$ cat config.mk
export PLATFORM = sky130hd
export DESIGN_NAME = execute_muldiv
export DESIGN_NICKNAME = d
export VERILOG_FILES = /design/src/rtl/execute_muldiv.sv
export SDC_FILE = /design/constraint.sdc
export NUM_CORES = 2
export LEC_CHECK = 0
export CORE_UTILIZATION = 35
export DETAILED_ROUTE_END_ITERATION = 10
export GPL_TIMING_DRIVEN = 0
export PLACE_DENSITY = 0.63
export SETUP_SLACK_MARGIN = 0.05
export SLEW_MARGIN = 20
export SYNTH_ARGS = -nofsm -noshare
export SYNTH_HDL_FRONTEND = slang
export SYNTH_SLANG_ARGS = --single-unit
$ cat constraint.sdc
create_clock -name clk_i -period 7.6 [get_ports clk_i]
set_input_delay 1.14 -clock clk_i [delete_from_list [all_inputs] [get_ports clk_i]]
set_output_delay 1.14 -clock clk_i [all_outputs]
set_load 0.02 [all_outputs]
$ cat src/rtl/execute_muldiv.sv
// Iterative RISC-V M-extension unit: shift-add multiply and restoring divide, one bit per cycle.
// Accepts one op on a valid/ready handshake and holds the result until the consumer takes it.
module execute_muldiv #(
  parameter int XLEN  = 64,
  parameter int TAG_W = 5
) (
  input  logic             clk_i,
  input  logic             rst_n_i,
  input  logic             flush_i,
  input  logic             in_valid_i,
  output logic             in_ready_o,
  input  logic [7:0]       md_op_i,
  input  logic             word_i,
  input  logic [XLEN-1:0]  rs1_data_i,
  input  logic [XLEN-1:0]  rs2_data_i,
  input  logic [TAG_W-1:0] tag_i,
  output logic             out_valid_o,
  input  logic             out_ready_i,
  output logic [XLEN-1:0]  out_data_o,
  output logic [TAG_W-1:0] out_tag_o,
  output logic             busy_o,
  output logic [1:0]       dbg_state_o
);

  localparam int CW = $clog2(XLEN) + 1;
  localparam int PW = 2 * XLEN;

  typedef enum logic [1:0] {S_IDLE = 2'd0, S_CALC = 2'd1, S_DONE = 2'd2} state_t;

  // Handshakes: a transfer happens on a rising edge where valid and ready are both high;
  // valid never depends on ready, and the result is held unchanged while out_valid_o waits.

  // Replace bits above 31 with bit 31 (s=1) or zeros (s=0).
  function automatic logic [XLEN-1:0] ext32(input logic [XLEN-1:0] x, input logic s);
    logic [XLEN-1:0] r;
    r = x;
    for (int i = 32; i < XLEN; i++) r[i] = s & x[31];
    return r;
  endfunction

  state_t            r_state;
  logic [CW-1:0]     r_cnt;
  logic              r_word, r_is_div, r_is_rem, r_mul_hi, r_neg_a, r_neg_r;
  logic [PW-1:0]     r_prod, r_mcand;
  logic [XLEN-1:0]   r_mplier, r_rem, r_quo, r_dvs;

  logic [7:0]        w_op;
  logic              w_word, w_is_mul, w_is_div, w_is_rem, w_mul_hi, w_s1, w_s2;
  logic              w_neg1, w_neg2, w_dz, w_ovf, w_special;
  logic [XLEN-1:0]   w_op1, w_op2, w_mag1, w_mag2, w_min_mag, w_special_res;

  // Lowest set bit of the one-hot op wins.
  assign w_op     = md_op_i & (~md_op_i + 8'd1);
  assign w_word   = (XLEN == 64) ? word_i : 1'b0;
  assign w_is_mul = |w_op[3:0];
  assign w_mul_hi = (|w_op[3:1]) & ~w_word;
  assign w_is_div = w_op[4] | w_op[5];
  assign w_is_rem = w_op[6] | w_op[7];
  assign w_s1     = w_op[1] | w_op[2] | w_op[4] | w_op[6];
  assign w_s2     = w_op[1] | w_op[4] | w_op[6];

  assign w_op1     = w_word ? ext32(rs1_data_i, w_s1) : rs1_data_i;
  assign w_op2     = w_word ? ext32(rs2_data_i, w_s2) : rs2_data_i;
  assign w_neg1    = w_s1 & w_op1[XLEN-1];
  assign w_neg2    = w_s2 & w_op2[XLEN-1];
  assign w_mag1    = w_neg1 ? -w_op1 : w_op1;
  assign w_mag2    = w_neg2 ? -w_op2 : w_op2;
  assign w_min_mag = w_word ? (XLEN'(1) << 31) : (XLEN'(1) << (XLEN - 1));

  assign w_dz      = (w_is_div | w_is_rem) & (w_op2 == '0);
  assign w_ovf     = (w_is_div | w_is_rem) & w_neg1 & (w_mag1 == w_min_mag) & w_s2 & (&w_op2);
  assign w_special = (w_op == 8'd0) | w_dz | w_ovf;

  always_comb begin
    w_special_res = '0;
    if (w_op == 8'd0)  w_special_res = '0;
    else if (w_dz)     w_special_res = w_is_div ? '1 : w_op1;
    else if (w_ovf)    w_special_res = w_is_div ? w_op1 : '0;
    if (w_word)        w_special_res = ext32(w_special_res, 1'b1);
  end

  logic [PW-1:0]   w_prod_nx, w_prod_s;
  logic [XLEN:0]   w_shift, w_diff;
  logic [XLEN-1:0] w_rem_nx, w_quo_nx, w_quo_s, w_rem_s, w_calc_res;

  assign w_prod_nx = r_mplier[0] ? (r_prod + r_mcand) : r_prod;
  assign w_shift   = {r_rem, r_quo[XLEN-1]};
  assign w_diff    = w_shift - {1'b0, r_dvs};
  assign w_rem_nx  = w_diff[XLEN] ? w_shift[XLEN-1:0] : w_diff[XLEN-1:0];
  assign w_quo_nx  = {r_quo[XLEN-2:0], ~w_diff[XLEN]};
  assign w_prod_s  = r_neg_a ? -w_prod_nx : w_prod_nx;
  assign w_quo_s   = r_neg_a ? -w_quo_nx : w_quo_nx;
  assign w_rem_s   = r_neg_r ? -w_rem_nx : w_rem_nx;

  // Final result built from the last iteration's values so it lands in DONE with no extra cycle.
  always_comb begin
    w_calc_res = '0;
    if (r_is_div)      w_calc_res = w_quo_s;
    else if (r_is_rem) w_calc_res = w_rem_s;
    else if (r_mul_hi) w_calc_res = w_prod_s[PW-1:XLEN];
    else               w_calc_res = w_prod_s[XLEN-1:0];
    if (r_word)        w_calc_res = ext32(w_calc_res, 1'b1);
  end

  assign in_ready_o  = (r_state == S_IDLE) && !flush_i;
  assign busy_o      = (r_state != S_IDLE);
  assign dbg_state_o = r_state;

  always_ff @(posedge clk_i) begin
    if (!rst_n_i) begin
      r_state     <= S_IDLE;
      out_valid_o <= 1'b0;
      out_data_o  <= '0;
      out_tag_o   <= '0;
      r_cnt       <= '0;
      r_word      <= 1'b0;
      r_is_div    <= 1'b0;
      r_is_rem    <= 1'b0;
      r_mul_hi    <= 1'b0;
      r_neg_a     <= 1'b0;
      r_neg_r     <= 1'b0;
      r_prod      <= '0;
      r_mcand     <= '0;
      r_mplier    <= '0;
      r_rem       <= '0;
      r_quo       <= '0;
      r_dvs       <= '0;
    end else if (flush_i) begin
      r_state     <= S_IDLE;
      out_valid_o <= 1'b0;
    end else begin
      case (r_state)
        S_IDLE: begin
          if (in_valid_i) begin
            out_tag_o <= tag_i;
            r_word    <= w_word;
            r_is_div  <= w_is_div;
            r_is_rem  <= w_is_rem;
            r_mul_hi  <= w_mul_hi & w_is_mul;
            r_neg_a   <= w_neg1 ^ w_neg2;
            r_neg_r   <= w_neg1;
            r_prod    <= '0;
            r_mcand   <= {{XLEN{1'b0}}, w_mag1};
            r_mplier  <= w_mag2;
            r_rem     <= '0;
            r_quo     <= w_word ? (w_mag1 << 32) : w_mag1;
            r_dvs     <= w_mag2;
            r_cnt     <= w_word ? CW'(31) : CW'(XLEN - 1);
            if (w_special) begin
              out_data_o  <= w_special_res;
              out_valid_o <= 1'b1;
              r_state     <= S_DONE;
            end else begin
              r_state     <= S_CALC;
            end
          end
        end
        S_CALC: begin
          r_prod   <= w_prod_nx;
          r_mcand  <= r_mcand << 1;
          r_mplier <= r_mplier >> 1;
          r_rem    <= w_rem_nx;
          r_quo    <= w_quo_nx;
          if (r_cnt == '0) begin
            out_data_o  <= w_calc_res;
            out_valid_o <= 1'b1;
            r_state     <= S_DONE;
          end else begin
            r_cnt <= r_cnt - CW'(1);
          end
        end
        S_DONE: begin
          if (out_ready_i) begin
            out_valid_o <= 1'b0;
            r_state     <= S_IDLE;
          end
        end
        default: r_state <= S_IDLE;
      endcase
    end
  end

endmodule

Word level (Yosys, flattened, before mapping)

Cells that the tools add are included.

Bits in registers: 597
Latch bits: 0
Bits in writable memories: 0
Bits in read-only memories: 0
Bits of input ports: 147
Output and inout bits: 74
Word-level logic and storage cells: 130
Memories: 0

$add $sub $neg: 9
Multipliers: 0
Div/mod/pow operators: 0
Magnitude comparators: 0
Equality and inequality tests: 8
Shift-type cells: 0
Multiplexer cells: 49
Bitwise operators: 28
Reduce and logical (&&, ||, !) cells: 19

Operator list:

| kind                                                          | count |
|---|---|
| 64-bit two-way mux                                            | 25 |
| 128-bit two-way mux                                           | 4 |
| 128-bit case mux with 2 select lines                          | 2 |
| 64-bit case mux with 2 select lines                           | 4 |
| 64-bit negation                                               | 4 |
| 128-bit adder                                                 | 1 |
| 128-bit negation                                              | 1 |
| 65-bit by 64-bit subtractor with 65-bit output                | 1 |
| 64-bit == test                                                | 1 |
| 64-bit logical NOT                                            | 1 |
| 64-bit AND reduction                                          | 1 |
| 7-bit two-way mux                                             | 2 |
| 7-bit case mux with 2 select lines                            | 1 |
| 1-bit bitwise AND                                             | 11 |
| 2-bit inequality test, second input constant                  | 5 |
| 1-bit bitwise OR                                              | 10 |
| 5-bit AND reduction                                           | 2 |
| 3-bit AND reduction                                           | 3 |
| 8-bit by 1-bit adder with 8-bit output, second input constant | 1 |
| 8-bit bitwise AND                                             | 1 |
| 8-bit logical NOT                                             | 1 |
| 2-bit two-way mux                                             | 4 |
| 8-bit inverter                                                | 1 |
| 7-bit logical NOT                                             | 1 |
| 18 further kinds                                              | 25 |

Longest topological paths before layout

Word-level depth: 21
Depth in mapped cells: 32
Mapped depth without buffers: 27

Worst setup path after synthesis

No wires, ideal clock.

Path kind: register -> register
Start point: register r_quo[63]
End point: register out_data_o[60]
Library setup time: 0.119 ns
Arrival time: 7.799 ns
Required time: 7.481 ns
Path slack: -0.318 ns
Cell stages (with the launch flop): 32
Path buffers: 4
Clock period less this slack: 7.918 ns
Cell sequence: dfxtp_1 -> inv_1 -> ha_1 -> inv_1 -> fa_1 -> a21o_1 -> a311o_1 -> and3_1 -> o21ai_0 -> a21oi_1 -> nor3_1 -> nor2_4 -> inv_1 -> buf_1 -> buf_1 -> clkbuf_1 -> buf_1 -> ha_1 -> nand2b_1 -> or2_2 -> or3_1 -> or4_1 -> or4b_1 -> or4_1 -> nand2b_1 -> or2_2 -> nor2_1 -> mux2i_1 -> o221ai_1 -> a221oi_1 -> o21ai_0 -> a2bb2oi_1

Longest elaborated chain between the ends: 9
Elaborated cells between the ends (all ways): 12
Those cells by class: add/sub (3); mux (8); bitwise (1)

RTL lines:

| element                                        | line | text |
|---|---|---|
| start: declaration                             | 45   | `logic [XLEN-1:0] r_mplier, r_rem, r_quo, r_dvs;` |
| start signal: assignment                       | 146  | `r_quo <= w_word ? (w_mag1 << 32) : w_mag1;` |
| start signal: assignment                       | 163  | `r_quo <= w_quo_nx;` |
| 65-bit by 64-bit subtractor with 65-bit output | 88   | `assign w_diff = w_shift - {1'b0, r_dvs};` |
| 64-bit two-way mux                             | 89   | `assign w_rem_nx = w_diff[XLEN] ? w_shift[XLEN-1:0] : w_diff[XLEN-1:0];` |
| 64-bit negation                                | 93   | `assign w_rem_s = r_neg_r ? -w_rem_nx : w_rem_nx;` |
| 64-bit two-way mux                             | 93   |  |
| 64-bit two-way mux                             | 99   | `else if (r_is_rem) w_calc_res = w_rem_s;` |
| 64-bit two-way mux (*)                         | 98   | `if (r_is_div) w_calc_res = w_quo_s;` |
| 64-bit two-way mux (*)                         | 102  | `if (r_word) w_calc_res = ext32(w_calc_res, 1'b1);` |
| 64-bit two-way mux (*)                         | 164  | `if (r_cnt == '0) begin` |
| 64-bit case mux with 2 select lines (*)        | 132  | `case (r_state)` |
| end signal: assignment                         | 150  | `out_data_o <= w_special_res;` |
| end signal: assignment                         | 165  | `out_data_o <= w_calc_res;` |
| end: declaration                               | 19   | `output logic [XLEN-1:0] out_data_o,` |

Mark *: on every way between the ends. The rest lies on a longest branch, timed or not. The select of a mux whose other input is x is not followed.
A chain may end at the register's enable or synchronous reset.

Final worst setup path

Start point: register r_mcand[61]
End point: register out_data_o[62]

Longest elaborated chain between the ends: 10

RTL lines:

| element                                 | line | text |
|---|---|---|
| start: declaration                      | 44   | `logic [PW-1:0] r_prod, r_mcand;` |
| start signal: assignment                | 143  | `r_mcand <= {{XLEN{1'b0}}, w_mag1};` |
| start signal: assignment                | 160  | `r_mcand <= r_mcand << 1;` |
| 128-bit adder (*)                       | 86   | `assign w_prod_nx = r_mplier[0] ? (r_prod + r_mcand) : r_prod;` |
| 128-bit two-way mux (*)                 | 86   |  |
| 128-bit negation                        | 91   | `assign w_prod_s = r_neg_a ? -w_prod_nx : w_prod_nx;` |
| 128-bit two-way mux (*)                 | 91   |  |
| 64-bit two-way mux (*)                  | 100  | `else if (r_mul_hi) w_calc_res = w_prod_s[PW-1:XLEN];` |
| 64-bit two-way mux (*)                  | 99   |  |
| 64-bit two-way mux (*)                  | 98   |  |
| 64-bit two-way mux (*)                  | 102  |  |
| 64-bit two-way mux (*)                  | 164  |  |
| 64-bit case mux with 2 select lines (*) | 132  |  |

Marks and branches as above.

==> metrics.csv <==
metric;value;unit
setup-violations-final;12;
start_util;35.3;%
cts_hold_buf;0;
yosysWarnings;0;
firstDrtPassIters;6;
numCtsBuffers;80;
vdd_drop_max;0.146;mV
grt-ovfl-total;0;
min_path_cells;2;
powerDensity;163;nW/um2
synth_cell_types;108;
violations;setup timing;
drc;0;
synth_enable_flop_cells;0;
synthArstFlopShare;0;%
dp_hpwl;319;mm
hold_viol;0;
ys.flop_type;dfxtp_1;
drv_slew;0;
root_buffer;clkbuf_16;
relSlewSlack;10.3;%
post-route-min-period;7.83;ns
die_y;400;um
place_ws;-4.45;ns
ios;221;
holdCritStartpoint;r_dvs[58];
syn_avg_cell_area;6.80;um2
crit_buf_inv;3;
worst_ep_arrival_time;8.46;ns
finalNetCount;8816;
grt_max_degree;20;
mostFrequentLayoutCells;nor2_1, a21oi_1, nand2_1;
core_area;157000;um2
yosys-top-cells-area;dfxtp_1, nor2_1, a21oi_1;
vias_per_cell;6.89;
wl;392;mm
vias;73000;
critPathCaptureType;flop;
crit_start;r_mcand[61];
syn_nets;8494;
hp-class;flop to flop;
layout_commonest_cell;nor2_1;
fp.dieArea;160000;um2
synth_top_area_cell;dfxtp_1;
insertion_delay;0.77;ns
ant_nets;0;
io_buffers;210;
fmax;0.128;GHz
clk_pin_slew;0.08;ns
worstPathRequired;8.23;ns
drt_iter0_markers;10700;
yosysSeqAreaShare;21.6;%
htreeDepth;3;
fp.dieW;400;um
wire_per_inst;37.0;um
fin_crit_sh;103;%
antenna_found_initial;32;
criticalPathCategory;flop to flop;
rows;145;
fillerInstances;16900;
cts.sinks;597;
cts_tree;built;
syn_inst;8144;
cp-start-kind;flop;
cp_slowest_cell;dfxtp_1;
path_delay_family;compound AO/OA/AOI/OAI gates;
crit_chain;ha_1, clkbuf_1, a21oi_1, o21ai_0, a21oi_1, o31ai_1, a22o_1, or4_1, a31oi_4, nand4_1, nor4_2, nand4_1, or4_1, a32oi_2, o21ai_1, clkbuf_1, buf_2, a221oi_2, o31ai_2;
cts_max_path_buffers;3;
track_usage;47.2;%
setup_slack;-0.230;ns
status;finished with violations;
worst_pin_slew;1.33;ns
cap_violations;0;
skew;0.0559;ns
path_max_fanout;10;
path_depth;19;
layout-drive-gt1-share;7.02;%
critPathMaxStageDelay;0.81;ns
synth_area;55300;um2
first_global_vias;66200;
synth_top_area_share;21.6;%
power.total;10.5;mW
multi_input_area;41600;um2
r2r-start;r_mcand[61];
register_area;12000;um2
reg2regPathDepth;19;
rsz0062_at_grt;no;
post-route-util;41.2;%
synth_seq_cells;597;
area_delta_synth_final;16.6;%
grt_pass1_wl;530;mm
place.gp.congestion;1.14;
leakage;23.2;nW
[worst paths after layout]
path / slack [ns] / endpoint
max: -0.23 / out_data_o[62]
min: 0.46 / r_dvs[58]
max reg2reg: -0.23 / out_data_o[62]
min reg2reg: 0.46 / r_dvs[58]
[state kept, by name (all words and copies together), names as in the netlist]
name,cells
out_data_o,64
r_word,1
r_quo,64
r_rem,64
r_mcand,128
out_tag_o,5
r_is_div,1
r_dvs,64
dbg_state_o,2
r_cnt,7
r_neg_a,1
out_valid_o,1
r_neg_r,1
r_mul_hi,1
r_prod,128
r_mplier,64
r_is_rem,1
[Yosys cell counts (43+ instances only)]
library cell and number:
a211oi_1 167, a21o_1 89, a21oi_1 828, a221oi_1 101, a22oi_1 187, a311oi_1 43, a31oi_1 87, and3_1 62
and4_1 44, buf_1 59, clkbuf_1 482, dfxtp_1 597, ha_1 201, inv_1 152, mux2i_1 90, nand2_1 787
nand2b_1 56, nand3_1 161, nand4_1 176, nor2_1 1338, nor2b_1 54, nor3_1 293, nor4_1 113, o211ai_1 86
o21a_1 67, o21ai_0 525, o31ai_1 83, or2_2 45, or3_1 93, or4_1 56, xnor2_1 171, xor2_1 163
[through the flow]
stage / area (um2) / hold slack [ns] / cells / TNS [ns]
after floorplan: 55400 / 0.436 / 8144 / 0
after global placement: 60000 / 0.448 / 10400 / -275.83
after detailed placement: 60400 / 0.450 / 10400 / -233.99
after CTS: 64000 / 0.458 / 10600 / 0
after global routing: 64500 / 0.475 / 10600 / 0
final: 64500 / 0.458 / 10600 / -1.04
[logic make-up (layout without fill, tap and decap cells)]
family / count (synthesis) / in the layout / share of synthesized area (%)
buffers and inverters: 738 / 1122 / 5.15
muxes: 115 / 115 / 2.16
AOI/OAI and AO/OA: 2753 / 2753 / 32.6
other: 0 / 9 / 0
and+or+nand+nor: 3403 / 3403 / 28.6
DFF: 597 / 597 / 21.6
xor gates and xnor gates: 335 / 335 / 5.33
adders and majority gates: 203 / 203 / 4.62
[cell type report]
class | instances | share of cell area [%]
tap | 2058 | 3.99
clock inverter | 45 | 1.00
sequential | 597 | 18.5
inverter | 155 | 0.905
buffer | 560 | 3.73
timing repair buffer | 263 | 3.89
multi-input combinational | 6809 | 64.5
antenna | 9 | 0.0349
clock buffer | 99 | 3.45
[per-layer routing]
metal,vias up,part of all wire (%),track usage [%]
met5,-,0.10,0.938
met4,30,10,39.7
met3,1378,12,12.8
li1,30900,-,-
met1,35300,36,55.8
met2,5381,42,70.5
[worst register-to-register path, cell delays in order, from the launching register on]
cell	delay, ns
dfxtp_1	0.81
ha_1	0.36
clkbuf_1	0.22
a21oi_1	0.32
o21ai_0	0.23
a21oi_1	0.47
o31ai_1	0.25
a22o_1	0.42
or4_1	0.52
a31oi_4	0.49
nand4_1	0.32
nor4_2	0.39
nand4_1	0.40
or4_1	0.63
a32oi_2	0.38
o21ai_1	0.13
clkbuf_1	0.38
buf_2	0.36
a221oi_2	0.46
o31ai_2	0.17
[where the power goes]
group	internal, mW	switching [mW]
Combinational	0.749	2.08
Clock	2.53	1.77
Sequential	3.24	0.175
Total	6.52	4.02
[timing repair]
| action | CTS | global route |
|---|---|---|
| gates cloned | 1 | 0 |
| setup endpoints to repair | 109 | 44 |
| gates resized for setup | 181 | 111 |
| setup buffers | 20 | 17 |
| pin swaps | 17 | 21 |
(Power assumes the default switching activity.)
